**config.mk**
```make
export PLATFORM = sky130hd
export DESIGN_NAME = fp_mult_pipe
export DESIGN_NICKNAME = d
export VERILOG_FILES = /design/src/rtl/fp_pkg.sv /design/src/rtl/fp_round_norm.sv /design/src/rtl/fp_mult_pipe.sv
export SDC_FILE = /design/constraint.sdc
export NUM_CORES = 2
export LEC_CHECK = 0
export BUFFER_PORTS_ARGS = -buffer_cell sky130_fd_sc_hd__buf_2
export CAP_MARGIN = 10
export CELL_PAD_IN_SITES_DETAIL_PLACEMENT = 1
export CELL_PAD_IN_SITES_GLOBAL_PLACEMENT = 2
export CORE_MARGIN = 2
export CORE_UTILIZATION = 30
export CTS_BUF_LIST = sky130_fd_sc_hd__clkbuf_4
export CTS_CLUSTER_DIAMETER = 50
export DETAILED_ROUTE_END_ITERATION = 6
export GPL_TIMING_DRIVEN = 0
export MAX_ROUTING_LAYER = met4
export PLACE_DENSITY_LB_ADDON = 0.1
export SYNTH_ARGS = -nofsm -noshare
export SYNTH_HDL_FRONTEND = slang
export SYNTH_SLANG_ARGS = --single-unit
```
**constraint.sdc**
```tcl
create_clock -name clk -period 3.65 [get_ports clk]
set_input_delay 0.365 -clock clk [delete_from_list [all_inputs] [get_ports clk]]
set_output_delay 0.365 -clock clk [all_outputs]
set_load 0.01 [all_outputs]
```
**src/rtl/fp_pkg.sv**
```systemverilog
// fp_pkg: shared types and helpers for the pipelined floating-point multiplier.
//   fp_class_e   - operand classification (ZERO, NORM, INF, NAN)
//   fp_width()   - total word width 1+EXP_W+MAN_W
//   fp_bias()    - exponent bias 2^(EXP_W-1)-1
//   fp_inf_bits()/fp_qnan_bits() - positive infinity and canonical NaN,
//                  right-aligned in 64 bits (callers slice to their width).
package fp_pkg;

  typedef enum logic [1:0] {
    ZERO = 2'd0,
    NORM = 2'd1,
    INF  = 2'd2,
    NAN  = 2'd3
  } fp_class_e;

  function automatic int fp_width(input int exp_w, input int man_w);
    return 1 + exp_w + man_w;
  endfunction

  function automatic int fp_bias(input int exp_w);
    return (1 << (exp_w - 1)) - 1;
  endfunction

  // {0, all-ones exponent, zero mantissa}
  function automatic logic [63:0] fp_inf_bits(input int exp_w, input int man_w);
    logic [63:0] ones;
    ones = (64'd1 << exp_w) - 64'd1;
    return ones << man_w;
  endfunction

  // {0, all-ones exponent, 1 followed by zeros}
  function automatic logic [63:0] fp_qnan_bits(input int exp_w, input int man_w);
    return fp_inf_bits(exp_w, man_w) | (64'd1 << (man_w - 1));
  endfunction

endpackage

```
**src/rtl/fp_round_norm.sv**
```systemverilog
// fp_round_norm: combinational normalise/round and rounding-carry fixup.
//   Normalise+round half (stage 2):
//     prod      - (1.ma)x(1.mb), 2*MAN_W+2 bits
//     exp_in    - signed biased exponent sum
//     rnd_carry - rounding carried out of the mantissa
//     rnd_frac  - rounded stored mantissa (wraps to 0 on carry)
//     rnd_exp   - exponent after normalisation
//   Carry fixup half (stage 3):
//     fix_*     - registered stage-2 values
//     out_frac  - final stored mantissa
//     out_exp   - final signed exponent (before range checks)
module fp_round_norm
  import fp_pkg::*;
#(
  parameter int EXP_W = 8,
  parameter int MAN_W = 23
) (
  input  logic [2*MAN_W+1:0]     prod,
  input  logic signed [EXP_W+1:0] exp_in,
  output logic                    rnd_carry,
  output logic [MAN_W-1:0]        rnd_frac,
  output logic signed [EXP_W+1:0] rnd_exp,
  input  logic                    fix_carry,
  input  logic [MAN_W-1:0]        fix_frac,
  input  logic signed [EXP_W+1:0] fix_exp,
  output logic [MAN_W-1:0]        out_frac,
  output logic signed [EXP_W+1:0] out_exp
);

  localparam int PW = 2 * MAN_W + 2;
  localparam logic signed [EXP_W+1:0] ONE_E  = (EXP_W + 2)'(1);
  localparam logic signed [EXP_W+1:0] ZERO_E = '0;

  logic [MAN_W:0] man;   // kept mantissa including hidden bit
  logic           guard;
  logic           sticky;
  logic           round_up;

  // NOTE: every output of a combinational block gets a default first so no
  // path leaves it unassigned and no latch is inferred.
  always_comb begin
    man     = '0;
    guard   = 1'b0;
    sticky  = 1'b0;
    rnd_exp = exp_in;
    if (prod[PW-1]) begin
      // Product in [2,4): keep the top bits, bump the exponent.
      man     = prod[PW-1 -: MAN_W+1];
      guard   = prod[PW-2-MAN_W];
      sticky  = |prod[PW-3-MAN_W:0];
      rnd_exp = exp_in + ONE_E;
    end else begin
      // Product in [1,2): the leading one sits one bit lower.
      man    = prod[PW-2 -: MAN_W+1];
      guard  = prod[PW-3-MAN_W];
      sticky = |prod[PW-4-MAN_W:0];
    end
    // Nearest-even: round up above half, or at exactly half when odd.
    round_up  = guard & (sticky | man[0]);
    // Carry out only when the whole 1.fff...f is all ones.
    rnd_carry = round_up & (&man);
    rnd_frac  = man[MAN_W-1:0] + {{(MAN_W-1){1'b0}}, round_up};
  end

  // A rounding carry turns 1.111..1 into 10.000..0: renormalise.
  assign out_frac = fix_carry ? '0 : fix_frac;
  assign out_exp  = fix_exp + (fix_carry ? ONE_E : ZERO_E);

endmodule

```
**src/rtl/fp_mult_pipe.sv**
```systemverilog
// fp_mult_pipe: 3-stage pipelined floating-point multiplier with
// valid/ready flow control, round-to-nearest-even and special values.
//   clk, rst             - clock, asynchronous active-high reset
//   in_valid/in_ready    - operand handshake (op_a, op_b)
//   out_valid/out_ready  - result handshake (result + flags)
//   flag_ovf             - result overflowed to infinity
//   flag_unf             - nonzero result flushed to zero
//   flag_nan             - invalid operation (NaN operand or inf x 0)
// Stage 1: sign, exponent sum, mantissa product, operand classes.
// Stage 2: normalise and round.  Stage 3: carry fixup, range, specials.
module fp_mult_pipe
  import fp_pkg::*;
#(
  parameter int  EXP_W = 8,
  parameter int  MAN_W = 23,
  localparam int W     = fp_width(EXP_W, MAN_W)
) (
  input  logic         clk,
  input  logic         rst,
  input  logic         in_valid,
  output logic         in_ready,
  input  logic [W-1:0] op_a,
  input  logic [W-1:0] op_b,
  output logic         out_valid,
  input  logic         out_ready,
  output logic [W-1:0] result,
  output logic         flag_ovf,
  output logic         flag_unf,
  output logic         flag_nan
);

  localparam int PW   = 2 * MAN_W + 2;
  localparam int BIAS = fp_bias(EXP_W);
  localparam logic signed [EXP_W+1:0] BIAS_S  = (EXP_W + 2)'(BIAS);
  localparam logic signed [EXP_W+1:0] EXP_MAX = (EXP_W + 2)'((1 << EXP_W) - 1);
  localparam logic signed [EXP_W+1:0] ZERO_E  = '0;
  localparam logic [63:0]  INF64    = fp_inf_bits(EXP_W, MAN_W);
  localparam logic [63:0]  QNAN64   = fp_qnan_bits(EXP_W, MAN_W);
  localparam logic [W-1:0] INF_BITS = INF64[W-1:0];
  localparam logic [W-1:0] QNAN     = QNAN64[W-1:0];

  function automatic fp_class_e classify(input logic [W-1:0] v);
    logic [EXP_W-1:0] e;
    logic [MAN_W-1:0] m;
    e = v[W-2 -: EXP_W];
    m = v[MAN_W-1:0];
    // Denormals (exp==0) are treated as zero.
    if (e == '0)      return ZERO;
    else if (e == '1) return (m == '0) ? INF : NAN;
    else              return NORM;
  endfunction

  // ---------------- handshake ----------------
  logic v1, v2;
  logic en1, en2, en3;

  // A stage loads when the next one is empty or moving; no skid buffer,
  // so in_ready depends combinationally on out_ready.
  assign en3      = !out_valid || out_ready;
  assign en2      = !v2 || en3;
  assign en1      = !v1 || en2;
  assign in_ready = en1;

  always_ff @(posedge clk or posedge rst) begin
    if (rst) begin
      v1        <= 1'b0;
      v2        <= 1'b0;
      out_valid <= 1'b0;
    end else begin
      // NOTE: sequential state uses non-blocking assignments so every stage
      // samples the previous stage's value from before this edge.
      if (en1) v1        <= in_valid;
      if (en2) v2        <= v1;
      if (en3) out_valid <= v2;
    end
  end

  // ---------------- stage 1 ----------------
  logic                    s1_sign_d;
  logic signed [EXP_W+1:0] s1_exp_d;
  logic [PW-1:0]           s1_prod_d;

  always_comb begin
    s1_sign_d = op_a[W-1] ^ op_b[W-1];
    s1_exp_d  = $signed({2'b00, op_a[W-2 -: EXP_W]})
              + $signed({2'b00, op_b[W-2 -: EXP_W]}) - BIAS_S;
    s1_prod_d = {{(MAN_W+1){1'b0}}, 1'b1, op_a[MAN_W-1:0]}
              * {{(MAN_W+1){1'b0}}, 1'b1, op_b[MAN_W-1:0]};
  end

  logic                    s1_sign;
  logic signed [EXP_W+1:0] s1_exp;
  logic [PW-1:0]           s1_prod;
  fp_class_e               s1_cls_a, s1_cls_b;

  // NOTE: datapath registers carry no reset; their contents are only ever
  // consumed under a valid bit, which is reset.
  always_ff @(posedge clk) begin
    if (en1 && in_valid) begin
      s1_sign  <= s1_sign_d;
      s1_exp   <= s1_exp_d;
      s1_prod  <= s1_prod_d;
      s1_cls_a <= classify(op_a);
      s1_cls_b <= classify(op_b);
    end
  end

  // ---------------- stage 2 ----------------
  logic                    rnd_carry;
  logic [MAN_W-1:0]        rnd_frac;
  logic signed [EXP_W+1:0] rnd_exp;

  logic                    s2_sign;
  logic                    s2_carry;
  logic [MAN_W-1:0]        s2_frac;
  logic signed [EXP_W+1:0] s2_exp;
  fp_class_e               s2_cls_a, s2_cls_b;

  logic [MAN_W-1:0]        fin_frac;
  logic signed [EXP_W+1:0] fin_exp;

  fp_round_norm #(
    .EXP_W(EXP_W),
    .MAN_W(MAN_W)
  ) u_round_norm (
    .prod     (s1_prod),
    .exp_in   (s1_exp),
    .rnd_carry(rnd_carry),
    .rnd_frac (rnd_frac),
    .rnd_exp  (rnd_exp),
    .fix_carry(s2_carry),
    .fix_frac (s2_frac),
    .fix_exp  (s2_exp),
    .out_frac (fin_frac),
    .out_exp  (fin_exp)
  );

  always_ff @(posedge clk) begin
    if (en2 && v1) begin
      s2_sign  <= s1_sign;
      s2_carry <= rnd_carry;
      s2_frac  <= rnd_frac;
      s2_exp   <= rnd_exp;
      s2_cls_a <= s1_cls_a;
      s2_cls_b <= s1_cls_b;
    end
  end

  // ---------------- stage 3 ----------------
  logic [W-1:0] s3_result;
  logic         s3_ovf, s3_unf, s3_nan;
  logic         any_nan, any_inf, any_zero;

  always_comb begin
    s3_result = '0;
    s3_ovf    = 1'b0;
    s3_unf    = 1'b0;
    s3_nan    = 1'b0;
    any_nan   = (s2_cls_a == NAN) || (s2_cls_b == NAN);
    any_inf   = (s2_cls_a == INF) || (s2_cls_b == INF);
    any_zero  = (s2_cls_a == ZERO) || (s2_cls_b == ZERO);
    if (any_nan || (any_inf && any_zero)) begin
      s3_result = QNAN;
      s3_nan    = 1'b1;
    end else if (any_inf) begin
      s3_result = {s2_sign, INF_BITS[W-2:0]};
    end else if (any_zero) begin
      s3_result = {s2_sign, {(W-1){1'b0}}};
    end else if (fin_exp >= EXP_MAX) begin
      s3_result = {s2_sign, INF_BITS[W-2:0]};
      s3_ovf    = 1'b1;
    end else if (fin_exp <= ZERO_E) begin
      s3_result = {s2_sign, {(W-1){1'b0}}};
      s3_unf    = 1'b1;
    end else begin
      s3_result = {s2_sign, fin_exp[EXP_W-1:0], fin_frac};
    end
  end

  // Output register only updates on a real load, so result and flags stay
  // put while the consumer stalls.
  always_ff @(posedge clk or posedge rst) begin
    if (rst) begin
      result   <= '0;
      flag_ovf <= 1'b0;
      flag_unf <= 1'b0;
      flag_nan <= 1'b0;
    end else if (en3 && v2) begin
      result   <= s3_result;
      flag_ovf <= s3_ovf;
      flag_unf <= s3_unf;
      flag_nan <= s3_nan;
    end
  end

endmodule

```
==> results.md <==
* CP max FO at 6
* Crit-path slowest cell: fa_1
* Critical path class: input port to flip-flop
* Setup Viol. Count Final at 40
* Syn Nets at 3397
* Grt total ovfl at 0
* Max stage delay on crit path at 0.57 ns
* Worst hold stages at 4
* FF-to-FF setup slack at 0.68 ns
* YS warnings at 0
* Critical Path RT at 3.97 ns
* Final Wtd Congestion at 0.885
* Async set-reset flop share out of synthesis at 27.1%
* CP most frequent cell: fa_1
* Total CTS buffers at 17
* R2r endpoint: s2_frac[14]
* Count leader, synth: inv_1
* Final hold violation count at 0
* Pin count of the biggest net entering global routing at 64
* Row count at 106
* Clock skew at 0.0301 ns
* Initial antenna violation count at 1
* Synth unique cells at 82
* Die width at 295 µm
* Crit path DAT at 6.67 ns
* WHS Endpoint: v2
* Post-synth top flop: edfxtp_1
* Total GRT Usage at 23.4%
* CTS max path bufs at 2
* Initial drt markers at 1042
* Min-delay src: out_ready
* Worst Path Buf+Inv at 7
* Crit-path cells: buf_8 > clkbuf_16 > buf_4 > and2_4 > fa_1 > inv_1 > fa_1 > inv_2 > fa_1 > fa_1 > fa_1 > fa_1 > inv_2 > fa_1 > inv_2 > ha_4 > and4_4 > a32o_1 > a211o_1 > a2111o_1 > nand2_2 > o21ai_4 > o221ai_2 > xnor2_2
* Worst-Skew Late Latency at 0.57 ns
* Via/cell ratio at 4.70
* Pre-antenna DRT Iters at 5
* CTS tree: yes
* # fillers at 9348
* Fraction of layout instances using a drive strength above 1 at 23.8%
* Syn avg cell area at 9.57 µm²
* Final Net Count at 3680
* Final min period at 6.35 ns
* Post-synthesis sequential area ratio at 15.8%
* Slew @ Worst Pin at 1.03 ns
* DRC violations left at 0
* Most common library cells after synthesis: 573 x inv_1, 483 x fa_1, 319 x nand2_1
* R2R depth at 12
* Kind of cell adding the most delay to the critical path: adder cells
* CTS root buf: clkbuf_4
* Failing checks: setup timing
* Final worst slack at -2.70 ns
* Vert. Die Dim at 295 µm
* Vias at 19.2k
* Fin crit share at 174%
* Reg-to-Reg Start: s1_prod[47]
* First-pass GRT wire length at 144 mm
* P&R area growth vs syn at 27.7%
* Clock Sinks at 140
* Critical Path Sink Type: flip-flop
* Status: finished, violations left
* CP Launch Type: input port
* Synth top area cells: fa_1 38%, edfxtp_1 12%, ha_1 9.5%
* CTS clk-pin slew, worst paths at 0.14 ns
* Area share of the largest cell type after synthesis at 38.1%
* FMAX at 157 MHz
* Die area at 87000 µm²
* Core area at 83700 µm²
* Post-DRT Antenna Nets at 0
* Yosys top cell by area: fa_1
* DP HPWL at 77.7 mm
* IO Port Bufs at 103
* Initial Util at 30.3%
* Unrepaired setup endpoints after global routing: yes
* Number of synthesized flops with an enable pin at 102
* WL final at 98.1 mm
* Final max-slew violation count at 0
* Worst hold path class: input port to flip-flop
* Top-Level Pins at 105
* Post-Syn Instances at 2654
* Number of global-route vias before repair at 21.4k
* Final Core Density at 38.7%
* Max_slew headroom at 31.0%
* Seq cells post-synth at 140
* Max cap viols at 0
* H-tree Lvls at 4
* Synthesized area at 25400 µm²
* Drt wl/cell at 24.0 µm
## stage by stage
| step | setup TNS [ns] | instances | cell area [µm²] | hold slack [ns] | worst slack (ns) |
|---|---|---|---|---|---|
| 6_report | -84.13 | 4086 | 32400 | 0.0929 | -2.70 |
| 5_1_grt | -87.61 | 4085 | 32400 | 0.0456 | -2.83 |
| 4_1_cts | -81.49 | 4005 | 31100 | 0.00970 | -2.65 |
| 3_5_place_dp | -138.08 | 3891 | 28200 | 0.410 | -4.48 |
| 3_3_place_gp | -136.72 | 3891 | 28200 | 0.403 | -4.44 |
| 2_1_floorplan | -81.75 | 2654 | 26300 | 0.400 | -2.63 |
## cell families (layout without fill, tap and decap cells)
logic type | after synthesis | after routing | share of synthesized area, %
adders and majority gates | 675 | 675 | 47.6
DFF | 140 | 140 | 15.8
xor gates and xnor gates | 102 | 102 | 3.55
other | 0 | 2 | 0
buffers and inverters | 699 | 995 | 10.4
and+or+nand+nor | 800 | 800 | 15.7
muxes | 18 | 18 | 0.734
AOI/OAI and AO/OA | 220 | 220 | 6.18
## worst max path at each step
| stage | startpoint | end | slack, ns | cells past startpoint |
|---|---|---|---|---|
| floorplan | op_b[14] | s1_prod[42] | -2.63 | 24 |
| global placement | op_b[16] | s1_prod[46] | -4.44 | 21 |
| detailed placement | op_b[16] | s1_prod[46] | -4.48 | 22 |
| CTS | op_b[18] | s1_prod[42] | -2.65 | 23 |
| global route | op_a[5] | s1_prod[42] | -2.83 | 27 |
| finish | op_a[5] | s1_prod[45] | -2.70 | 24 |
## timing repair
item                                    CTS  global route
gates resized for setup                 379           202
endpoints found under the hold margin    39             0
setup buffers                            84            81
pin swaps                               111           103
endpoints found under the setup margin   50            42
cloned                                    3             8
hold buffers                              2             0
## sequential cells by signal (all words and copies together) (netlist names), 2 cells and up
name / cells
s1_prod: 48
result: 32
s2_frac: 23
s1_exp: 10
s2_exp: 10
s1_cls_a: 2
s1_cls_b: 2
s2_cls_a: 2
s2_cls_b: 2
## worst min-delay path, stage by stage
cell and delay [ns]:
buf_2 0.09, nor2b_1 0.05, nand2_1 0.08, nand2b_1 0.06
## placed cells by master (no fill, tap or decap), types with 20 or more instances in the layout
cell type,instances
fa_2,43
nand2_1,296
nor2_1,84
buf_2,66
ha_4,25
and2_1,199
fa_1,440
buf_6,53
clkbuf_4,20
nand3_1,28
inv_2,42
ha_1,161
buf_4,121
edfxtp_1,102
nor4_1,20
dfrtp_1,38
a21o_1,34
xnor2_1,57
xor2_1,41
a21oi_1,37
clkbuf_16,61
and2_4,48
buf_12,35
nand4_1,24
inv_1,524
a22o_1,25
## routing by layer
layer	vias to the layer above	global-route usage, %	part of all wire, %
met3	58	1.44	3.4
met2	328	40.5	50
met1	10100	30.6	45
met4	0	4.04	1.6
met5	-	-	0
li1	8705	-	-
## layout make-up
class | count | area (µm²) | share of cell area, %
well taps | 1134 | 1420 | 4.38
clock buffers | 17 | 128 | 0.394
repair buffers | 274 | 2590 | 8.00
inverters | 576 | 2230 | 6.88
clock inverters | 15 | 150 | 0.463
multi-input cells | 1815 | 19800 | 61.2
diodes | 2 | 5.00 | 0.0154
plain buffers | 113 | 2050 | 6.31
flip-flops and latches | 140 | 4010 | 12.4
Power is not shown: default switching activity piles up to over one toggle a cycle in this logic, so the estimate is an artifact.
